**src/rtl/nes_pad_pkg.sv**
```systemverilog
// Shared types and constants for the NES/SNES pad scanner: scan FSM states,
// button bit positions and the pad/button flat-index helper.
package nes_pad_pkg;

  typedef enum logic [2:0] {
    IDLE   = 3'd0,
    LATCH  = 3'd1,
    CLK_HI = 3'd2,
    CLK_LO = 3'd3,
    DONE   = 3'd4
  } scan_state_t;

  // NES frame order (first bit shifted out is A)
  localparam int BTN_A      = 32'd0;
  localparam int BTN_B      = 32'd1;
  localparam int BTN_SELECT = 32'd2;
  localparam int BTN_START  = 32'd3;
  localparam int BTN_UP     = 32'd4;
  localparam int BTN_DOWN   = 32'd5;
  localparam int BTN_LEFT   = 32'd6;
  localparam int BTN_RIGHT  = 32'd7;

  // SNES frame order; bits 12..15 carry no buttons and are reported as read
  localparam int SNES_B      = 32'd0;
  localparam int SNES_Y      = 32'd1;
  localparam int SNES_SELECT = 32'd2;
  localparam int SNES_START  = 32'd3;
  localparam int SNES_UP     = 32'd4;
  localparam int SNES_DOWN   = 32'd5;
  localparam int SNES_LEFT   = 32'd6;
  localparam int SNES_RIGHT  = 32'd7;
  localparam int SNES_A      = 32'd8;
  localparam int SNES_X      = 32'd9;
  localparam int SNES_L      = 32'd10;
  localparam int SNES_R      = 32'd11;

  function automatic int pad_bit_index(input int pad, input int button, input int bits);
    return pad * bits + button;
  endfunction

endpackage

```
**src/rtl/nes_poll_timer.sv**
```systemverilog
// Enable-gated poll-rate counter; tick marks the cycle on which the count
// wraps back to zero and therefore the start of a new scan.
module nes_poll_timer #(
  parameter int POLL_PERIOD = 419583
) (
  input  logic clk,
  input  logic reset,
  input  logic enable,
  output logic tick
);

  localparam int TW = (POLL_PERIOD > 1) ? $clog2(POLL_PERIOD) : 1;
  localparam logic [TW-1:0] LAST = TW'(POLL_PERIOD - 1);

  logic [TW-1:0] timer_r;

  // Free-running 0..POLL_PERIOD-1 count, parked at zero while disabled
  always_ff @(posedge clk or posedge reset) begin
    if (reset) begin
      timer_r <= '0;
    end else if (!enable) begin
      timer_r <= '0;
    end else if (timer_r == LAST) begin
      timer_r <= '0;
    end else begin
      timer_r <= timer_r + TW'(1'b1);
    end
  end

  assign tick = enable && (timer_r == LAST);

endmodule

```
**src/rtl/nes_pad_scanner.sv**
```systemverilog
// Multi-pad NES/SNES reader: drives a shared latch/clock pair, shifts in one
// active-low data line per pad and publishes per-frame button words and edges.
module nes_pad_scanner #(
  parameter int NUM_PADS    = 2,
  parameter int BITS        = 8,
  parameter int CLK_DIV     = 150,
  parameter int POLL_PERIOD = 419583
) (
  input  logic                     clk,
  input  logic                     reset,
  input  logic                     enable,
  input  logic [NUM_PADS-1:0]      pad_data,
  output logic                     pad_latch,
  output logic                     pad_clk,
  output logic [NUM_PADS*BITS-1:0] buttons,
  output logic [NUM_PADS*BITS-1:0] pressed,
  output logic [NUM_PADS*BITS-1:0] released,
  output logic                     frame_valid,
  output logic                     busy
);
  import nes_pad_pkg::*;

  localparam int W    = NUM_PADS * BITS;
  localparam int PH_W = $clog2(2 * CLK_DIV);
  localparam int BI_W = $clog2(BITS);

  localparam logic [PH_W-1:0] LATCH_LAST = PH_W'(2 * CLK_DIV - 1);
  localparam logic [PH_W-1:0] HALF_LAST  = PH_W'(CLK_DIV - 1);
  localparam logic [BI_W-1:0] BIT_LAST   = BI_W'(BITS - 1);

  // The scan must finish before the next tick can arrive
  if (POLL_PERIOD <= 2 * CLK_DIV * BITS + 1) begin : g_bad_poll_period
    $error("nes_pad_scanner: POLL_PERIOD must exceed 2*CLK_DIV*BITS+1");
  end
  if (CLK_DIV < 1) begin : g_bad_clk_div
    $error("nes_pad_scanner: CLK_DIV must be at least 1");
  end
  if (BITS != 8 && BITS != 16) begin : g_bad_bits
    $error("nes_pad_scanner: BITS must be 8 or 16");
  end
  if (NUM_PADS < 1 || NUM_PADS > 4) begin : g_bad_num_pads
    $error("nes_pad_scanner: NUM_PADS must be 1..4");
  end

  scan_state_t     state_r;
  logic [PH_W-1:0] phase_r;
  logic [BI_W-1:0] bit_r;
  logic [W-1:0]    shift_r;
  logic [W-1:0]    buttons_r;
  logic [W-1:0]    pressed_r;
  logic [W-1:0]    released_r;
  logic            pad_latch_r;
  logic            pad_clk_r;
  logic            frame_valid_r;
  logic            busy_r;
  logic            tick_s;

  nes_poll_timer #(
    .POLL_PERIOD(POLL_PERIOD)
  ) u_poll_timer (
    .clk   (clk),
    .reset (reset),
    .enable(enable),
    .tick  (tick_s)
  );

  // Scan sequencer: latch pulse, BITS-1 clock pulses, then publish the frame
  always_ff @(posedge clk or posedge reset) begin
    if (reset) begin
      state_r       <= IDLE;
      phase_r       <= '0;
      bit_r         <= '0;
      shift_r       <= '0;
      buttons_r     <= '0;
      pressed_r     <= '0;
      released_r    <= '0;
      pad_latch_r   <= 1'b0;
      pad_clk_r     <= 1'b0;
      frame_valid_r <= 1'b0;
      busy_r        <= 1'b0;
    end else begin
      pressed_r     <= '0;
      released_r    <= '0;
      frame_valid_r <= 1'b0;
      case (state_r)
        IDLE: begin
          if (tick_s) begin
            state_r     <= LATCH;
            phase_r     <= '0;
            pad_latch_r <= 1'b1;
            busy_r      <= 1'b1;
          end
        end
        LATCH: begin
          if (phase_r == LATCH_LAST) begin
            // Bit 0 is presented while the latch is still high
            for (int p = 0; p < NUM_PADS; p++) begin
              shift_r[pad_bit_index(p, 0, BITS)] <= ~pad_data[p];
            end
            phase_r     <= '0;
            bit_r       <= BI_W'(1'b1);
            pad_latch_r <= 1'b0;
            pad_clk_r   <= 1'b1;
            state_r     <= CLK_HI;
          end else begin
            phase_r <= phase_r + PH_W'(1'b1);
          end
        end
        CLK_HI: begin
          if (phase_r == HALF_LAST) begin
            phase_r   <= '0;
            pad_clk_r <= 1'b0;
            state_r   <= CLK_LO;
          end else begin
            phase_r <= phase_r + PH_W'(1'b1);
          end
        end
        CLK_LO: begin
          if (phase_r == HALF_LAST) begin
            for (int p = 0; p < NUM_PADS; p++) begin
              shift_r[pad_bit_index(p, int'(bit_r), BITS)] <= ~pad_data[p];
            end
            phase_r <= '0;
            if (bit_r == BIT_LAST) begin
              state_r <= DONE;
            end else begin
              bit_r     <= bit_r + BI_W'(1'b1);
              pad_clk_r <= 1'b1;
              state_r   <= CLK_HI;
            end
          end else begin
            phase_r <= phase_r + PH_W'(1'b1);
          end
        end
        DONE: begin
          buttons_r     <= shift_r;
          pressed_r     <= shift_r & ~buttons_r;
          released_r    <= ~shift_r & buttons_r;
          frame_valid_r <= 1'b1;
          busy_r        <= 1'b0;
          bit_r         <= '0;
          state_r       <= IDLE;
        end
        default: begin
          state_r     <= IDLE;
          phase_r     <= '0;
          bit_r       <= '0;
          pad_latch_r <= 1'b0;
          pad_clk_r   <= 1'b0;
          busy_r      <= 1'b0;
        end
      endcase
    end
  end

  assign pad_latch   = pad_latch_r;
  assign pad_clk     = pad_clk_r;
  assign buttons     = buttons_r;
  assign pressed     = pressed_r;
  assign released    = released_r;
  assign frame_valid = frame_valid_r;
  assign busy        = busy_r;

endmodule

```
**config.mk**
```make
export PLATFORM = sky130hd
export DESIGN_NAME = nes_pad_scanner
export DESIGN_NICKNAME = d
export VERILOG_FILES = /design/src/rtl/nes_pad_pkg.sv /design/src/rtl/nes_poll_timer.sv /design/src/rtl/nes_pad_scanner.sv
export SDC_FILE = /design/constraint.sdc
export NUM_CORES = 1
export LEC_CHECK = 0
export CAP_MARGIN = 20
export CORE_MARGIN = 4
export CORE_UTILIZATION = 30
export DETAILED_ROUTE_END_ITERATION = 8
export GPL_TIMING_DRIVEN = 0
export SLEW_MARGIN = 5
export SYNTH_ARGS = -nofsm -noshare
export SYNTH_HDL_FRONTEND = slang
export SYNTH_SLANG_ARGS = --single-unit
export TNS_END_PERCENT = 50
```
**constraint.sdc**
```tcl
create_clock -name clk -period 3.9 [get_ports clk]
set_clock_uncertainty 0.05 [all_clocks]
set_input_delay 0.39 -clock clk [delete_from_list [all_inputs] [get_ports clk]]
set_output_delay 0.39 -clock clk [all_outputs]
set_load 0.1 [all_outputs]
```
-- After elaboration in Yosys (flattened, before gate mapping)
Cells that the tools add are included.
- flip-flop bits (word level): 102
- bits of input ports: 5
- output and inout port bits: 52
- logic and storage cells: 102
- $add $sub $neg: 4
- order comparisons: 4
- equality and inequality tests: 13
- mux-type cells: 39
- bitwise gates (word level): 11
- reductions and logical operators: 18
- operators by type and width (operator ; count):
    two-way mux 19 bit ; 2
    two-way mux 9 bit ; 4
    one-hot mux 9 bit (4 select lines) ; 1
    bitwise AND 16 bit ; 2
    bitwise mux 16 bit ; 2
    two-way mux 16 bit ; 2
    NOT 16 bit ; 2
    two-way mux 3 bit ; 8
    adder 19 x 1 -> 19 bit (second input constant) ; 1
    == test 19 bit (second input constant) ; 1
    one-hot mux 3 bit (4 select lines) ; 1
    two-way mux 1 bit ; 11
    != test 2 bit (second input constant) ; 5
    adder 9 x 1 -> 9 bit (second input constant) ; 1
    == test 9 x 8 -> 1 bit (second input constant) ; 1
    == test 9 bit (second input constant) ; 1
    one-hot mux 3 bit (3 select lines) ; 1
    AND reduction 4 bit ; 2
    NOT 1 bit ; 7
    == test 3 x 2 -> 1 bit (second input constant) ; 2
    == test 3 bit (second input constant) ; 2
    one-hot mux 1 bit (2 select lines) ; 3
    AND reduction 2 bit ; 3
    AND reduction 3 bit ; 2
    other kinds (17) ; 22

-- Logic depth before layout (Yosys ltp)
Gate-level depths: netlist of run 1.
- depth after elaboration: 8
- mapped depth: 8
- mapped depth without buffers: 6

-- Cells and area by module
From an unflattened synthesis of run 1, not the netlist that was laid out.
- cells, all modules: 409
- area, all modules: 4434.3 um^2
- modules (own cells, without submodules) (module ; instances ; cells each ; area an instance (um^2) ; sequential area each (um^2)):
    nes_pad_scanner ; 1 ; 306 ; 3415.8 ; 2077.0
    nes_poll_timer ; 1 ; 103 ; 1018.5 ; 475.5

-- Worst setup path before layout of run 1
Ideal clock, no wire load.
- path type: reg2reg
- start point: reg phase_r[0]
- end point: reg pad_clk_r (netlist: pad_clk)
- setup time: 0.121 ns
- arrival time: 1.613 ns
- required time: 3.729 ns
- setup slack: 2.116 ns
- stages on the path, launching flop included: 7
- path buffers: 1
- period minus slack after synthesis: 1.784 ns
- path through: dfrtp_1 > ha_1 > and4bb_1 > buf_4 > a211oi_4 > a211oi_1 > o2bb2a_4
- longest elaborated chain between the ends: 3
- elaborated cells between the ends (all ways): 6
- classes of those cells: eq/ne: 5; reduce/logical: 1
- RTL lines (what ; RTL line ; source):
    from (decl) ; nes_pad_scanner.sv:46 ; logic [PH_W-1:0] phase_r;
    from (signal assigned) ; nes_pad_scanner.sv:106 ; phase_r <= phase_r + PH_W'(1'b1);
    from (signal assigned) ; nes_pad_scanner.sv:115 ; phase_r <= phase_r + PH_W'(1'b1);
    from (signal assigned) ; nes_pad_scanner.sv:132 ; phase_r <= phase_r + PH_W'(1'b1);
    == test 9 x 8 -> 1 bit / == test 9 bit (equally long branches) ; nes_pad_scanner.sv:110, nes_pad_scanner.sv:119, nes_pad_scanner.sv:95 ;
    != test 2 bit (no source line) ; -- ;
    AND reduction 5 bit (no source line) (*) ; -- ;
    to (signal assigned) ; nes_pad_scanner.sv:103 ; pad_clk_r <= 1'b1;
    to (signal assigned) ; nes_pad_scanner.sv:112 ; pad_clk_r <= 1'b0;
    to (signal assigned) ; nes_pad_scanner.sv:128 ; pad_clk_r <= 1'b1;
    to (decl) ; nes_pad_scanner.sv:53 ; logic pad_clk_r;
Mark *: on every way between the ends. The rest lies on a longest branch, timed or not.
A chain may end at the register's enable or synchronous reset.

-- Worst setup path after layout of run 1
- start point: reg buttons_r[3] (netlist: buttons[3])
- end point: out buttons[3]
- RTL lines (what ; RTL line ; source):
    from (decl) ; nes_pad_scanner.sv:49 ; logic [W-1:0] buttons_r;
    from (signal assigned) ; nes_pad_scanner.sv:136 ; buttons_r <= shift_r;
    to (decl) ; nes_pad_scanner.sv:15 ; output logic [NUM_PADS*BITS-1:0] buttons,
No word-level cell between the ends.

==> summary.txt, run 1 <==
Synth
  • Seq/Total Area, Yosys: 0.563
  • Cells after synthesis: 396
  • Mapped Nets: 407
  • Avg Cell Area, Syn: 11.5 um^2
  • Post-synth EDFFs: 0
  • Ys Warns: 0
  • Area leader, netlist: dfrtp_1
  • Yosys cell types: 60
  • Async S/R FF share, synth: 1.00
  • Syn Std Cell Area: 0.00453 mm^2
  • Largest cells by area after synthesis: dfrtp_1 56%, o21ai_0 3.5%, inv_1 2.3%
  • Top_reg_cell synth: dfrtp_1
  • Yosys top cell area share: 0.563
  • Seq cells post-synth: 102

STA
  • Slack of the critical path: 1.54 ns
  • Slew HR: 0.330
  • Fin crit share: 0.604
  • Hold Vio Cnt, Final: 0
  • Setup TNS: 0 ns
  • Post-layout min period: 2.36 ns
  • Slew Limit Fails: 0
  • Hold WS: 0.383 ns
  • RSZ-0062 raised after global routing: false
  • Fmax: 424 MHz
  • Final setup vio count: 0
  • Worst Tran Pin Value: around 1 ns

Clock network
  • Post-CTS Setup Bufs: 0
  • Clk_lat worst skew: ~0.35 ns
  • Cells resized by post-CTS repair: 0
  • Worst-path clk slew: 0.07 ns
  • Clock tree root driver cell: clkbuf_16
  • Maximum buffer depth of the clock tree: 2
  • CTS tree: built
  • Cts hold-fix bufs: 0
  • Clock tree sinks: approximately 100
  • Number of H-tree levels: 3
  • CTS Buf Count: 9

Critical path
  • Endpoint type of the worst setup path: primary output
  • Slowest CP cell: clkdlybuf4s50_1
  • Critical Path Start Type: flop
  • Critical Path AT: roughly 1.9 ns
  • Crit Path Class: reg -> out
  • Max FO, Critical Path: 4
  • WP buf/inv: 1
  • Crit path max-delay family: buffers and inverters
  • Required @ worst endpoint: between 3 and 4 ns
  • Max incr delay on CP: approximately 1.2 ns
  • CP Cell Sequence: clkdlybuf4s50_1

Power and ir drop
  • Peak supply drop: 198 uV
  • Clock share of power: 0.435
  • Flop pwr share: 0.542
  • Power share of the combinational group: 0.023
  • Pint: 0.00151 W
  • Sw Ratio: 0.227
  • Pwr/cell area: around 350 mW/mm^2
  • Static Leak: 2.43 nW
  • Switching power: 0.000445 W

Detailed routing
  • Post-DR wirelength/cell: 14.4 um
  • Via Count: 3209
  • # DRC: 0
  • Routed WL: ~9400 um
  • Antenna Nets Post-Route: 0
  • Drt first pass iters: 4
  • Vias/cell: approximately 4.9
  • Initial DRC count: 91

GRT
  • Vias in the first global route: 3167
  • Global route total overflow: 0
  • First-pass GRT wire length: about 16000 um
  • Global Route Usage Sum: 0.119
  • Largest net degree at the start of global routing: 55
  • Initial antenna violation count: 0

Placed design
  • Pre-CTS setup slack: 1.90 ns
  • Final GP Congestion: 0.798
  • Post-placement cell count: ~640
  • DP Wirelength: 6670 um
  • Input/output buffers: 54

Cells and area
  • Number of fill cells: 1384
  • Layout Utilization: 0.383
  • Non-filler cells, final: 650
  • Share of cells above drive strength 1: 0.137
  • Most frequent cells in the layout: 102 x dfrtp_1, 54 x clkdlybuf4s50_1, 32 x o21ai_0
  • Antenna diodes: 0
  • Layout area overhead: 23.8%
  • Net count, final: 473
  • Most common cell after layout, fill and taps aside: dfrtp_1

Die
  • Rows: 44
  • Die width: 131 um
  • Die span in y: ~130 um
  • DIE AREA: around 0.017 mm^2
  • Initial Util: 0.310
  • Top-Level Pins: 57
  • Core area: 0.0146 mm^2

Worst hold path
  • Worst hold path class: in -> reg

Flow run
  • Max Cap Violations: 0

Status
  • Status: finished clean
## flip-flops by register name, summed over array words and instances, names as in the netlist, 3 cells and up
name	flops
phase_r	9
bit_r	3
released	16
pressed	16
buttons	16
u_poll_timer.timer_r	19
shift_r	16
state_r	3
## area by class of cell
| type | instances | area, um^2 | area share |
|---|---|---|---|
| well taps | 184 | 230 | 0.0410 |
| multi-input cells | 247 | 1760 | 0.313 |
| inverters | 28 | 108 | 0.0192 |
| plain buffers | 19 | 119 | 0.0212 |
| clock buffers | 9 | 225 | 0.0401 |
| repair buffers | 55 | 568 | 0.101 |
| flip-flops and latches | 102 | 2550 | 0.455 |
| clock inverters | 6 | 52.6 | 0.00936 |
## Yosys cell counts, types with 3 or more instances
cell and number:
a211oi_1 3, a21oi_1 9, and2_1 3, and3_1 10, and4bb_2 3, buf_2 5
buf_6 5, clkbuf_1 6, dfrtp_1 102, ha_1 6, inv_1 28, mux2_2 7
mux2i_1 8, nand2_1 22, nand3_1 8, nand4_1 11, nor2_1 17, nor2b_1 3
nor3_1 14, nor3b_1 14, nor4_1 4, o21ai_0 32, o221ai_1 3, o22ai_1 4
o31ai_1 12, xor2_1 10
## power groups by stage
stage               Combinational (W)  Sequential, W  Clock, W
floorplan                   0.0000293        0.00108         0
global placement            0.0000414        0.00108         0
detailed placement          0.0000468        0.00108         0
CTS                         0.0000471        0.00106  0.000885
global route                0.0000521        0.00106  0.000938
finish                      0.0000441        0.00106  0.000852
## metrics by stage
stage               instance area [um^2]  power (W)
floorplan                           4530    0.00111
global placement                    5310    0.00112
detailed placement                  5340    0.00113
CTS                                 5610    0.00199
global route                        5610    0.00205
finish                              5610    0.00196
## final timing paths
check                                  startpoint                      to  cells after the start  slack, ns
setup / recovery           buttons[3]$_DFFE_PP0P_              buttons[3]                      1       1.54
setup reg to reg           phase_r[1]$_DFFE_PP0P_  shift_r[9]$_DFFE_PP0P_                      7       1.92
max in group asynchronous                   reset  phase_r[8]$_DFFE_PP0P_                      3       2.70
hold / removal                        pad_data[0]  shift_r[0]$_DFFE_PP0P_                      2       0.38
hold reg to reg            buttons[6]$_DFFE_PP0P_    pressed[6]$_DFF_PP0_                      1       0.42
min in group asynchronous                   reset   released[8]$_DFF_PP0_                      2       0.41
## logic make-up (layout without fill, tap and decap cells)
kind of cell             Yosys count  count (layout)  synth area share
buffers and inverters             47             117            0.0494
XOR/XNOR                          11              11            0.0212
AO/OA/AOI/OAI                     81              81             0.126
AND/OR/NAND/NOR                  134             134             0.189
multiplexers                      15              15            0.0350
flip-flops                       102             102             0.563
adder cells (fa/ha/maj)            6               6            0.0166
## metal layers
layer | track usage | wire length, um | share of wire
met5 | 0 | 0 | 0
met4 | 0.0405 | 139 | 0.015
met3 | 0.0301 | 471 | 0.050
met2 | 0.193 | 4540 | 0.48
met1 | 0.154 | 4220 | 0.45
No activity file was read; power rests on OpenSTA's default activity.
==> inputs of run 2 (changes only) <==
- clock period: 3.9 -> 2.1 ns (I/O delays scaled with it)
==> run 2 against run 1 <==
  * Global-route usage increased by 0.10 points
  * First-iteration DRC count increased by 37%
  * Final cell count increased by 0.31%
  * Combinational power increased by 95%
  * Setup slack got worse by 1.5 ns
  * Via count increased by 0.22%
  * Sequential power increased by 86%
  * Hold slack got worse by 0.16 ns
  * Flip-flop and latch count unchanged
  * Core utilization increased by 0.26 points
  * Clock-buffer cell count increased by 3
  * Sequential share of layout area decreased by 0.30 points
  * Critical endpoint is now pressed[15]
  * Largest cell class unchanged
==> summary.txt, run 2 (same netlist as run 1, synthesis figures left out) <==
Clock network
  • Number of H-tree levels: 3 (unchanged)
  • Worst-path clk slew: 0.07 ns (about the same)
  • Clk_lat worst skew: 0.35 ns (about the same)
  • Clock tree sinks: 102 (unchanged)
  • Post-CTS Setup Bufs: 0 (unchanged)
  • Clock tree root driver cell: clkbuf_16
  • Cts hold-fix bufs: 0 (unchanged)
  • Maximum buffer depth of the clock tree: 2 (unchanged)
  • CTS Buf Count: 9 (unchanged)
  • CTS tree: built

Die
  • DIE AREA: 0.0171 mm^2 (unchanged)
  • Initial Util: 0.310 (unchanged)
  • Top-Level Pins: 57 (unchanged)
  • Die span in y: 131 um (unchanged)
  • Rows: 44 (unchanged)
  • Die width: 131 um (unchanged)
  • Core area: 0.0146 mm^2 (unchanged)

Critical path
  • Critical Path AT: 1.80 ns (-0.12 ns)
  • Worst R2R Path Depth: 6 (-1)
  • Crit Path Class: reg -> out
  • Reg2reg start: phase_r[0]$_DFFE_PP0P_
  • Max FO, Critical Path: 1 (-3)
  • Slowest CP cell: clkdlybuf4s50_1
  • CP Depth: 1 (unchanged)
  • Crit path from: pressed[15]$_DFF_PP0_
  • CP Cell Sequence: clkdlybuf4s50_1
  • Critical Path Start Type: flop
  • Max incr delay on CP: 1.13 ns (-0.03 ns)
  • WP buf/inv: 1 (unchanged)
  • R2r setup slk: 0.13 ns (-1.79 ns)
  • Crit path max-delay family: buffers and inverters
  • Endpoint type of the worst setup path: primary output
  • Crit path to: pressed[15]
  • Required @ worst endpoint: 1.84 ns (-1.62 ns)
  • FF-to-FF End: pad_clk$_DFFE_PP0P_

Power and ir drop
  • Power share of the combinational group: 0.023 (about the same)
  • Flop pwr share: 0.537 (-0.005)
  • Switching power: 0.000806 W (+81%)
  • Pint: 0.00287 W (+89%)
  • Static Leak: 2.84 nW (+17%)
  • Sw Ratio: 0.220 (-0.00781)
  • Peak supply drop: 327 uV (+65%)
  • Pwr/cell area: 650 mW/mm^2 (+86%)
  • Clock share of power: 0.439 (+0.004)

Cells and area
  • Multi-input logic area: 0.00176 mm^2 (+0.28%)
  • Number of fill cells: 1418 (+2.5%)
  • Final instance area: 0.00565 mm^2 (+0.67%)
  • Most frequent cells in the layout: 102 x dfrtp_1, 32 x o21ai_0, 27 x inv_1
  • Largest register FFs: 19 (unchanged)
  • Net count, final: 474 (+0.21%)
  • Layout Utilization: 0.386 (+0.00256)
  • Biggest register: u_poll_timer.timer_r
  • Share of cells above drive strength 1: 0.143 (+0.00582)
  • Area occupied by registers: 0.00255 mm^2 (unchanged)
  • Antenna diodes: 0 (unchanged)
  • Most common cell after layout, fill and taps aside: dfrtp_1
  • Layout area overhead: 24.6%

Detailed routing
  • Vias/cell: 4.93 (about the same)
  • Routed WL: 9580 um (+2.2%)
  • Drt first pass iters: 4 (unchanged)
  • # DRC: 0 (unchanged)
  • Via Count: 3216 (+0.22%)
  • Antenna Nets Post-Route: 0 (unchanged)
  • Initial DRC count: 125 (+37%)
  • Post-DR wirelength/cell: 14.7 um (+1.9%)

GRT
  • Global route total overflow: 0 (unchanged)
  • Initial antenna violation count: 0 (unchanged)
  • Largest net degree at the start of global routing: 40 (-27%)
  • First-pass GRT wire length: 16100 um (+0.43%)
  • Global Route Usage Sum: 0.120 (+0.00101)
  • Vias in the first global route: 3143 (-0.76%)

STA
  • Post-layout min period: 2.06 ns
  • Fin crit share: 0.980
  • Hold Vio Cnt, Final: 0 (unchanged)
  • Hold WS: 0.224 ns (-0.159 ns)
  • Final setup vio count: 0 (unchanged)
  • Worst Tran Pin Value: 0.983 ns (-0.0185 ns)
  • Slew HR: 0.344 (+0.0134)
  • Slew Limit Fails: 0 (unchanged)
  • Fmax: 486 MHz
  • RSZ-0062 raised after global routing: false

Placed design
  • DP Wirelength: 6820 um (+2.3%)
  • Post-placement cell area: 0.00535 mm^2 (+0.26%)
  • Final GP Congestion: 0.805 (+0.85%)
  • Input/output buffers: 54 (unchanged)

Status
  • Status: finished clean

Flow run
  • Max Cap Violations: 0 (unchanged)

Worst hold path
  • Worst hold path class: in -> reg
run 2: metal layers:
metal  track usage  wire length [um]  vias to the layer above
li1              -                 -                     1561
met5             0                 0                        -
met1         0.159              4420                     1571
met2         0.188              4630                       74
met4        0.0532               150                        0
met3        0.0256               381                       10
run 2: how the worst min path moves through the flow:
stage | slack [ns] | depth (start not counted) | to | start
after CTS | 0.22 | 2 | shift_r[3]$_DFFE_PP0P_ | pad_data[0]
after global placement | 0.41 | 1 | u_poll_timer.timer_r[0]$_DFF_PP0_ | u_poll_timer.timer_r[0]$_DFF_PP0_
after floorplan | 0.33 | 2 | busy$_DFFE_PP0P_ | enable
after global routing | 0.23 | 2 | shift_r[0]$_DFFE_PP0P_ | pad_data[0]
after detailed placement | 0.41 | 1 | u_poll_timer.timer_r[0]$_DFF_PP0_ | u_poll_timer.timer_r[0]$_DFF_PP0_
final | 0.22 | 2 | shift_r[1]$_DFFE_PP0P_ | pad_data[0]
run 2: layout make-up:
class                      instances  area share
sequential                       102       0.452
clock inverter                     4     0.00531
clock buffer                      12      0.0454
buffer                            19      0.0213
inverter                          28      0.0193
timing repair buffer              56       0.104
tap                              184      0.0407
multi-input combinational        247       0.312
run 2: timing repair:
item | in CTS | in global routing
pin swaps | 0 | 2
resized for setup | 25 | 19
setup endpoints to repair | 25 | 19
run 2: power by group through the flow:
| stage | Combinational, W | Clock, W | Sequential, W |
|---|---|---|---|
| after floorplan | 0.0000549 | 0 | 0.00201 |
| after global placement | 0.0000776 | 0 | 0.00201 |
| after detailed placement | 0.0000908 | 0 | 0.00201 |
| after CTS | 0.0000913 | 0.00166 | 0.00197 |
| after global routing | 0.0000996 | 0.00175 | 0.00197 |
| final | 0.0000859 | 0.00161 | 0.00197 |
run 2: per-stage QoR:
step	total power (W)	setup slack, ns	TNS [ns]	std cells
floorplan	0.00206	0.316	0	396
global placement	0.00209	-0.399	-40.16	634
detailed placement	0.00210	0.125	0	636
CTS	0.00372	0.00244	0	652
global route	0.00382	0.000474	0	652
finish	0.00367	0.0417	0	652
run 2: worst reg2reg max path, cell delays in order, from the launching register on:
cell	delay, ns
dfrtp_1	0.44
ha_1	0.22
and4bb_1	0.18
buf_4	0.17
a211oi_4	0.45
a211oi_1	0.13
o2bb2a_4	0.24
==> inputs of run 3 (changes only) <==
- SYNTH_HIERARCHICAL: unset -> 1
- clock period: 2.1 -> 2.19 ns (I/O delays scaled with it)
==> run 3 against run 2 <==
  * First-iteration DRC count grew 22%
  * Critical endpoint is now buttons[15]
  * Highest routed layer unchanged
  * Clock power shrank 4%
  * Synthesized cell count grew 3.3%
  * Die area shrank 2.1%
==> summary.txt, run 3 <==
Cells and area
  • Biggest register: u_poll_timer/timer_r
  • Net count, final: 491 (+3.6%)
  • Most common cell after layout, fill and taps aside: dfrtp_1
  • Largest register FFs: 19 (unchanged)
  • Antenna diodes: 0 (unchanged)
  • Multi-input logic area: 0.00176 mm^2 (-0.43%)
  • Number of fill cells: 1386 (-2.3%)
  • Most frequent cells in the layout: 102 x dfrtp_1, 37 x clkdlybuf4s50_1, 36 x nand2_1
  • Layout area overhead: 27.3%
  • Non-filler cells, final: 669 (+2.6%)
  • Area occupied by registers: 0.00255 mm^2 (unchanged)
  • Share of cells above drive strength 1: 0.103 (-0.0401)

GRT
  • First-pass GRT wire length: 15600 um (-3.0%)
  • Largest net degree at the start of global routing: 33 (-18%)
  • Initial antenna violation count: 0 (unchanged)
  • Global route total overflow: 0 (unchanged)
  • Vias in the first global route: 3051 (-2.9%)
  • Global Route Usage Sum: 0.117 (-0.00313)

Critical path
  • Critical Path AT: 1.88 ns (+0.08 ns)
  • R2r setup slk: 0.08 ns (-0.05 ns)
  • Worst R2R Path Depth: 7 (+1)
  • CP Cell Sequence: clkdlybuf4s50_1
  • Critical Path Start Type: flop
  • Max incr delay on CP: 1.14 ns (about the same)
  • WP buf/inv: 1 (unchanged)
  • Required @ worst endpoint: 1.92 ns (+0.08 ns)
  • Crit path max-delay family: buffers and inverters
  • Slowest CP cell: clkdlybuf4s50_1
  • Crit Path Class: reg -> out
  • Reg2reg start: u_poll_timer/timer_r[12]$_DFF_PP0_
  • FF-to-FF End: phase_r[4]$_DFFE_PP0P_
  • Endpoint type of the worst setup path: primary output
  • Max FO, Critical Path: 4 (+3)

Synth
  • Top_reg_cell synth: dfrtp_1
  • Xor and xnor area share after synthesis: 0.0296 (+0.00838)
  • Seq/Total Area, Yosys: 0.576 (+0.0127)
  • Async S/R FF share, synth: 1.00 (unchanged)
  • Post-synth EDFFs: 0 (unchanged)
  • Cells after synthesis: 409 (+3.3%)
  • Largest family of logic cells by synthesized area: simple AND/OR/NAND/NOR gates
  • Post-synthesis compound-gate area fraction: 0.0959 (-0.0302)
  • Seq cells post-synth: 102 (unchanged)
  • Area share of fa/ha/maj cells after synthesis: 0.0169 (+0.000374)
  • Ys Warns: 6 (+6)
  • Post-Synth Simple-Gate Area: 0.206 (+0.0175)
  • Avg Cell Area, Syn: 10.8 um^2 (-5.3%)
  • Yosys top cell area share: 0.576 (+0.0127)
  • Top-count cell post-synth: dfrtp_1
  • Area leader, netlist: dfrtp_1
  • Largest cells by area after synthesis: dfrtp_1 58%, mux2i_1 3.4%, nand2_1 3.0%
  • Commonest cells in the synthesized netlist: 102 x dfrtp_1, 36 x nand2_1, 28 x inv_1, 26 x nor3_1
  • Yosys cell types: 55 (-8.3%)
  • Mapped Nets: 420 (+3.2%)
  • Syn Std Cell Area: 0.00443 mm^2 (-2.2%)
  • Proportion of synthesized area in mux cells: 0.0364 (+0.00136)

Clock network
  • Worst-path clk slew: 0.08 ns (about the same)
  • Maximum buffer depth of the clock tree: 2 (unchanged)
  • Number of H-tree levels: 3 (unchanged)
  • Clock tree sinks: 102 (unchanged)
  • CTS tree: built
  • Clk_lat worst skew: 0.35 ns (about the same)
  • CTS Buf Count: 9 (unchanged)
  • Clock tree root driver cell: clkbuf_16

Die
  • Initial Util: 0.306 (-0.00338)
  • Core area: 0.0145 mm^2 (-1.1%)
  • DIE AREA: 0.0168 mm^2 (-2.1%)
  • Rows: 44 (unchanged)
  • Top-Level Pins: 57 (unchanged)
  • Die width: 130 um (-1.0%)
  • Die span in y: 130 um (-1.0%)

Detailed routing
  • # DRC: 0 (unchanged)
  • Antenna Nets Post-Route: 0 (unchanged)
  • Drt first pass iters: 5 (+1)
  • Routed WL: 9680 um (+1.0%)
  • Via Count: 3331 (+3.6%)
  • Vias/cell: 4.98 (+0.94%)
  • Post-DR wirelength/cell: 14.5 um (-1.5%)
  • Initial DRC count: 153 (+22%)

Placed design
  • Input/output buffers: 54 (unchanged)
  • Post-placement cell count: 649 (+2.0%)
  • DP Wirelength: 6880 um (+0.90%)
  • Final GP Congestion: 0.871 (+8.3%)

Power and ir drop
  • Final Power: 0.00355 W (-3.3%)
  • Peak supply drop: 381 uV (+17%)
  • Pint: 0.00273 W (-4.9%)
  • Power share of the combinational group: 0.028 (+0.005)
  • Pwr/cell area: 629 mW/mm^2 (-3.3%)
  • Static Leak: 2.81 nW (-1.1%)
  • Clock share of power: 0.435 (-0.004)
  • Sw Ratio: 0.232 (+0.0124)
  • Switching power: 0.000823 W (+2.1%)
  • Flop pwr share: 0.537 (about the same)

STA
  • Hold Vio Cnt, Final: 0 (unchanged)
  • Slew Limit Fails: 0 (unchanged)
  • Fmax: 466 MHz
  • Fin crit share: 0.979
  • Worst Tran Pin Value: 0.990 ns (+0.00697 ns)
  • Setup TNS: 0 ns (unchanged)
  • Final setup vio count: 0 (unchanged)
  • Slew HR: 0.338 (-0.00564)
  • RSZ-0062 raised after global routing: true
  • Post-layout min period: ~2.1 ns

Worst hold path
  • Hold Path End: shift_r[5]$_DFFE_PP0P_
  • WHS Path Cells: 2 (unchanged)
  • Worst hold path class: in -> reg
  • Hold wc startpoint: pad_data[0]

Status
  • Status: finished clean

Flow run
  • Max Cap Violations: 0 (unchanged)
[run 3: cell types whose count changed after synthesis, sizes merged, moves of 7 or more]
cell / before / now
nand2: 22 / 37
nor3b: 14 / 4
xnor2: 1 / 11
o31ai: 12 / 4
nor3: 15 / 27
and3: 11 / 18
mux2i: 8 / 15
[run 3: final cells by class]
cell class | count | area share
flip-flops and latches | 102 | 0.452
multi-input cells | 264 | 0.311
repair buffers | 60 | 0.113
well taps | 184 | 0.0408
clock buffers | 9 | 0.0399
inverters | 28 | 0.0193
plain buffers | 15 | 0.0124
clock inverters | 7 | 0.0117
[run 3: cell families (layout without fill, tap and decap cells)]
logic type	after synthesis	after routing
and+or+nand+nor	161	161
DFF	102	102
AOI/OAI and AO/OA	66	66
buffers and inverters	43	119
muxes	16	16
xor gates and xnor gates	15	15
adders and majority gates	6	6
[run 3: how the worst max path moves through the flow]
stage                                            start                      to  slack (ns)  depth (start not counted)
detailed placement   u_poll_timer/timer_r[0]$_DFF_PP0_  phase_r[4]$_DFFE_PP0P_       -0.23                         10
global placement     u_poll_timer/timer_r[0]$_DFF_PP0_  phase_r[4]$_DFFE_PP0P_       -0.18                         10
floorplan           u_poll_timer/timer_r[11]$_DFF_PP0_  phase_r[4]$_DFFE_PP0P_        0.17                          7
finish                         buttons[15]$_DFFE_PP0P_             buttons[15]        0.05                          1
CTS                             buttons[0]$_DFFE_PP0P_              buttons[0]       0.003                          1
global route         u_poll_timer/timer_r[0]$_DFF_PP0_  phase_r[4]$_DFFE_PP0P_      -0.009                         10
[run 3: per-stage QoR]
stage               hold slack [ns]  area, um^2  setup slack, ns  utilization
floorplan                     0.120        4440            0.168            -
global placement              0.423        5210           -0.180        0.360
detailed placement            0.424        5250           -0.235        0.363
CTS                           0.206        5560          0.00335        0.384
global route                  0.244        5650         -0.00897        0.390
finish                        0.216        5650           0.0455        0.390
[run 3: power by group through the flow]
stage	Clock (W)	Combinational, W	Sequential [W]
6_report	0.00155	0.0000989	0.00191
5_1_grt	0.00167	0.000116	0.00191
4_1_cts	0.00160	0.0000996	0.00191
3_5_place_dp	0	0.0000983	0.00194
3_3_place_gp	0	0.0000848	0.00194
2_1_floorplan	0	0.0000611	0.00194
[run 3: repair_timing]
item	4_1_cts	5_1_grt
cloned	0	0
pin swaps	1	2
hold buffers	0	0
buffers inserted	0	4
endpoints found under the setup margin	13	26
resized for setup	10	19
[run 3: layer usage]
| metal | vias to the layer above | wire (um) | global-route usage | share of wire |
|---|---|---|---|---|
| met5 | - | 0 | 0 | 0 |
| met4 | 0 | 80 | 0.0300 | 0.0083 |
| met3 | 8 | 641 | 0.0322 | 0.066 |
| met2 | 108 | 4500 | 0.182 | 0.47 |
| met1 | 1627 | 4450 | 0.161 | 0.46 |
| li1 | 1588 | - | - | - |
